--- src/rtl/cia_timer.sv ---
// CIA-style 16-bit interval timer: latch, down-counter, control register and underflow pulse.
// Define CIA_TIMER_PB_EN to compile in the timer port output (PBON/OUTMODE bits and pb_out).
module cia_timer (
    input  logic       clk_28,
    input  logic       rst,
    input  logic       clk7p_en,
    input  logic       eclk_tick,
    input  logic       cnt_in,
    input  logic       wr,
    input  logic [1:0] addr,
    input  logic [7:0] data_in,
    output logic [7:0] data_out,
    output logic       underflow,
    output logic       running,
    output logic       pb_out
);

    logic [15:0] latch_q, latch_d;
    logic [15:0] counter_q, counter_d;
    logic        start_q, start_d;
    logic        runMode_q, runMode_d;
    logic        inMode_q, inMode_d;
    logic        underflow_q, underflow_d;
    logic [7:0]  dataOut_q, dataOut_d;

`ifdef CIA_TIMER_PB_EN
    logic        pbOn_q, pbOn_d;
    logic        outMode_q, outMode_d;
    logic        pulse_q, pulse_d;
    logic        toggle_q, toggle_d;
`endif

    logic        countSrc;
    logic        countEvent;
    logic        wrEn;
    logic        loWrite;
    logic        hiWrite;
    logic        crWrite;
    logic        forceLoad;
    logic [15:0] loadValue;
    logic        underflowEvent;
    logic [7:0]  crRead;

    // Counting and register decode; all updates are qualified by the 7 MHz enable.
    always_comb begin
        countSrc       = inMode_q ? cnt_in : eclk_tick;
        countEvent     = clk7p_en & start_q & countSrc;
        wrEn           = wr & clk7p_en;
        loWrite        = wrEn & (addr == 2'd0);
        hiWrite        = wrEn & (addr == 2'd1);
        crWrite        = wrEn & (addr == 2'd2);
        forceLoad      = (hiWrite & ~start_q) | (crWrite & data_in[4]);
        loadValue      = hiWrite ? {data_in, latch_q[7:0]} : latch_q;
        underflowEvent = countEvent & ~forceLoad & (counter_q == 16'd0);
    end

    // Control register as seen on reads; LOAD is a strobe and always reads back 0.
    always_comb begin
        crRead = {2'b00, inMode_q, 1'b0, runMode_q, 2'b00, start_q};
`ifdef CIA_TIMER_PB_EN
        crRead[1] = pbOn_q;
        crRead[2] = outMode_q;
`endif
    end

    always_comb begin
        latch_d     = latch_q;
        counter_d   = counter_q;
        start_d     = start_q;
        runMode_d   = runMode_q;
        inMode_d    = inMode_q;
        underflow_d = underflowEvent;

        if (loWrite) begin
            latch_d[7:0] = data_in;
        end
        if (hiWrite) begin
            latch_d[15:8] = data_in;
        end

        // A load always beats a coincident count event.
        if (forceLoad) begin
            counter_d = loadValue;
        end else if (countEvent) begin
            if (counter_q == 16'd0) begin
                counter_d = latch_q;
            end else begin
                counter_d = counter_q - 16'd1;
            end
        end

        // Register writes override a same-cycle one-shot stop.
        if (underflowEvent && runMode_q) begin
            start_d = 1'b0;
        end
        if (hiWrite && runMode_q) begin
            start_d = 1'b1;
        end
        if (crWrite) begin
            start_d   = data_in[0];
            runMode_d = data_in[3];
            inMode_d  = data_in[5];
        end

        case (addr)
            2'd0:    dataOut_d = counter_q[7:0];
            2'd1:    dataOut_d = counter_q[15:8];
            2'd2:    dataOut_d = crRead;
            default: dataOut_d = 8'h00;
        endcase
    end

`ifdef CIA_TIMER_PB_EN
    // Pulse mode holds for one enable period; toggle mode starts high when the timer starts.
    always_comb begin
        pbOn_d    = pbOn_q;
        outMode_d = outMode_q;
        if (crWrite) begin
            pbOn_d    = data_in[1];
            outMode_d = data_in[2];
        end
        pulse_d  = clk7p_en ? underflowEvent : pulse_q;
        toggle_d = toggle_q;
        if (start_d && !start_q) begin
            toggle_d = 1'b1;
        end else if (underflowEvent) begin
            toggle_d = ~toggle_q;
        end
    end

    always_ff @(posedge clk_28) begin
        if (rst) begin
            pbOn_q    <= 1'b0;
            outMode_q <= 1'b0;
            pulse_q   <= 1'b0;
            toggle_q  <= 1'b0;
        end else begin
            pbOn_q    <= pbOn_d;
            outMode_q <= outMode_d;
            pulse_q   <= pulse_d;
            toggle_q  <= toggle_d;
        end
    end

    assign pb_out = pbOn_q & (outMode_q ? toggle_q : pulse_q);
`else
    assign pb_out = 1'b0;
`endif

    always_ff @(posedge clk_28) begin
        if (rst) begin
            latch_q     <= 16'hFFFF;
            counter_q   <= 16'hFFFF;
            start_q     <= 1'b0;
            runMode_q   <= 1'b0;
            inMode_q    <= 1'b0;
            underflow_q <= 1'b0;
            dataOut_q   <= 8'h00;
        end else begin
            latch_q     <= latch_d;
            counter_q   <= counter_d;
            start_q     <= start_d;
            runMode_q   <= runMode_d;
            inMode_q    <= inMode_d;
            underflow_q <= underflow_d;
            dataOut_q   <= dataOut_d;
        end
    end

    assign data_out  = dataOut_q;
    assign underflow = underflow_q;
    assign running   = start_q;

endmodule
--- config.mk ---
export PLATFORM = sky130hd
export DESIGN_NAME = cia_timer
export DESIGN_NICKNAME = d
export VERILOG_FILES = /design/src/rtl/cia_timer.sv
export SDC_FILE = /design/constraint.sdc
export NUM_CORES = 1
export LEC_CHECK = 0
export BUFFER_PORTS_ARGS = -buffer_cell sky130_fd_sc_hd__buf_2
export CAP_MARGIN = 40
export CORE_MARGIN = 2
export CORE_UTILIZATION = 28
export DETAILED_ROUTE_END_ITERATION = 8
export PLACE_DENSITY = 0.49
export SYNTH_ARGS = -nofsm -noshare
export SYNTH_HDL_FRONTEND = slang
export SYNTH_SLANG_ARGS = --single-unit
--- constraint.sdc ---
create_clock -name clk_28 -period 2 [get_ports clk_28]
set_input_delay 0.4 -clock clk_28 [delete_from_list [all_inputs] [get_ports clk_28]]
set_output_delay 0.4 -clock clk_28 [all_outputs]
set_load 0.005 [all_outputs]
==> flow_summary_export.csv <==
group,metric,value,unit
synth,synth_edf_count,0,
floorplanning,rows,33,
drt,vias,2183,
clock_tree,cts_sinks,44,
drt,routedWlPerCell,16.7,µm
global_route,grt_pass1_wl,11.4,mm
synth,yosys.area.top_type_share,38.4,%
synth,ys_seq_area_share,38.4,%
floorplanning,num_io_pins,27,
synth,syn_nets,284,
drt,vias_per_cell,5.14,
timing,rsz0062_at_grt,"false",
synth,synth_largest_area_cell,"dfxtp_1",
min_path,hold_depth,3,
floorplanning,core_area,8090,µm²
critical_path,cp.arrival,2090,ps
place,dp_hpwl,5.33,mm
clock_tree,clockRootBuffer,"clkbuf_8",
critical_path,critPathCaptureType,"flop",
min_path,worstHoldStart,"data_in[7]",
global_route,grt_overflow_total,0,
layout,syn2layout_area_growth,26.6,%
clock_tree,cts_tree,"done",
critical_path,reg2regPathDepth,6,
floorplanning,die_x,94.6,µm
pwr,ir_worst_vdd,267,µV
critical_path,crit_type,"flop to flop",
timing,skew,13.9,ps
drt,wl,7.11,mm
min_path,min_path_type,"input port to flop",
global_route,grt_max_degree,26,
timing,hold_ws,323,ps
clock_tree,cts_buffer_depth,2,
global_route,grt_pass1_vias,2084,
synth,synth.avg_cell_area,8.63,µm²
flow_run,maxCapViolations,0,
synth,syn_area,2300,µm²
floorplanning,die_y,94.6,µm
synth,synth_top_flop_cell,"dfxtp_1",
drt,drc,0,
critical_path,reg2reg_from,"counter_q[1]$_SDFFE_PP1P_",
floorplanning,die-area,8940,µm²
min_path,hold_end,"latch_q[7]$_SDFFE_PP1P_",
layout,nets,337,
drt,dr.pass1.iters,4,
clock_tree,cts_hold_buf,0,
timing,setup-tns-final,0,ps
pwr,p_leak,0.00120,µW
critical_path,rrSetupSlack,110,ps
synth,synth_top_cells_by_area,"dfxtp_1 38%, mux2i_1 12%, nor2_1 4.1%",
synth,ys.warnings.count,0,
critical_path,cp_max_fo,3,
layout,fin_cells,425,
synth,ys_async_sr_fraction,0,%
timing,final.period_utilization,94.5,%
drt,ant_nets,0,
synth,synth-seq-cells,44,
drt,first_iter_violations,162,
synth,syn_inst,266,
pwr,power.density,603,nW/µm²
floorplanning,start_util,28.4,%
place,place_ws,-9.33,ps
place,routabilityCongestion,0.909,
timing,min_period,1890,ps
timing,fin_ws,110,ps
layout,drive_gt1_share,29.7,%
timing,setup_violations,0,
timing,finalHoldViolations,0,
timing,fmax,0.529,GHz
critical_path,crit_chain,"buf_4, or4_4, or2_2, o31a_1, nor3_1, a2bb2oi_1",
critical_path,worstPathRequired,2200,ps
critical_path,reg2reg_to,"counter_q[9]$_SDFFE_PP1P_",
place,numPortBuffers,25,
critical_path,startpoint_type,"flop",
critical_path,max_stage_delay,510,ps
synth,ys_types,54,
clock_tree,clk_pin_slew,90,ps
critical_path,slowest_stage,"or4_4",
place,dp.cells,415,
clock_tree,clock_latency,310,ps
layout,diodes,0,
global_route,grt.total_usage,16.9,%
clock_tree,cts_buffers,5,
clock_tree,ctsHtreeMaxLevel,2,
timing,drv_slew,0,
global_route,antenna_found_initial,0,
run_status,status,"finished clean",
[metrics by stage]
stage	util [%]	area (µm²)	total power, µW
6_report	35.9	2910	1750
5_1_grt	35.9	2910	1830
4_1_cts	35.2	2850	1760
3_5_place_dp	34.0	2750	1170
3_3_place_gp	34.0	2750	1170
2_1_floorplan	-	2300	1070
[cells in the mapped netlist, drive strengths merged, types with 2 or more instances]
cell type / instances
a21oi: 12
a22oi: 2
a2bb2oi: 2
a311oi: 4
a31oi: 2
and3: 3
buf: 7
clkbuf: 12
dfxtp: 44
ha: 2
inv: 5
mux2i: 28
nand2: 24
nand3: 9
nand4b: 2
nor2: 25
nor2b: 4
nor3: 15
nor4: 8
o211ai: 6
o21ai: 10
o2bb2ai: 2
o31ai: 2
or2: 2
or3: 5
or4: 6
or4b: 2
xnor2: 2
xor2: 2
[metal layers]
metal	part of all wire (%)	GRT usage (%)	up-vias	wire, µm
met4	1.5	5.07	0	105
met1	47	22.7	1023	3350
li1	-	-	1086	-
met3	5.7	3.67	9	403
met5	0	0	-	0
met2	46	27.0	65	3250
[power by group]
group | leakage (µW) | internal [µW] | switching [µW]
Clock | 0.0000445 | 281 | 320
Sequential | 0.000358 | 909 | 24.4
Combinational | 0.000797 | 101 | 117
Total | 0.00120 | 1290 | 461
[state kept, by name, indices dropped and copies added (netlist names)]
signal / flops
counter_q: 16
latch_q: 16
data_out: 8
inMode_q: 1
runMode_q: 1
running: 1
underflow: 1
[logic make-up after synthesis]
kind of cell | share of synthesized area [%]
compound gates | 15.7
xor+xnor | 1.53
fa+ha+maj | 1.09
buf+inv | 4.80
flops | 38.4
mux | 12.7
other cells | 0.163
simple gates | 25.6
[cell type report]
type	count	area, µm²
Clock inverter	1	7.51
Inverter	5	18.8
Clock buffer	7	86.3
Fill cell	864	5190
Timing Repair Buffer	65	429
Tap cell	105	131
Multi-Input combinational cell	198	1350
Sequential cell	44	885
[cell usage in the layout (no fill, tap or decap), drive strengths merged, types with 3 or more instances in the layout]
master,synthesis,final
inv,5,5
nor4,8,8
a21oi,12,12
o21ai,10,10
or4,6,6
nand2,24,24
and3,3,3
or3,5,5
mux2i,28,28
clkbuf,12,7
nor2b,4,4
nand3,9,9
nor2,25,25
dfxtp,44,44
o211ai,6,6
nor3,15,15
buf,7,65
a311oi,4,4
[worst max-delay path: cells and delay by family, from the launching register on]
family	cells	cell delay [ps]
buf+inv	1	140
flops	1	330
compound gates	2	330
simple gates	3	980
[worst max-delay path by stage]
stage / endpoint / slack [ps] / startpoint
after floorplan: counter_q[12]$_SDFFE_PP1P_ / 30 / counter_q[0]$_SDFFE_PP1P_
after global placement: counter_q[12]$_SDFFE_PP1P_ / 30 / counter_q[1]$_SDFFE_PP1P_
after detailed placement: counter_q[12]$_SDFFE_PP1P_ / -9 / counter_q[1]$_SDFFE_PP1P_
after CTS: counter_q[12]$_SDFFE_PP1P_ / 20 / counter_q[1]$_SDFFE_PP1P_
after global routing: counter_q[6]$_SDFFE_PP1P_ / 2 / counter_q[0]$_SDFFE_PP1P_
final: counter_q[9]$_SDFFE_PP1P_ / 110 / counter_q[1]$_SDFFE_PP1P_
[repair_timing]
action                     CTS  global route
setup buffers                1             1
setup endpoints to repair    1            12
gates resized for setup      0            16
pin swaps                    1             3
Power figures use the tool's default switching activity.
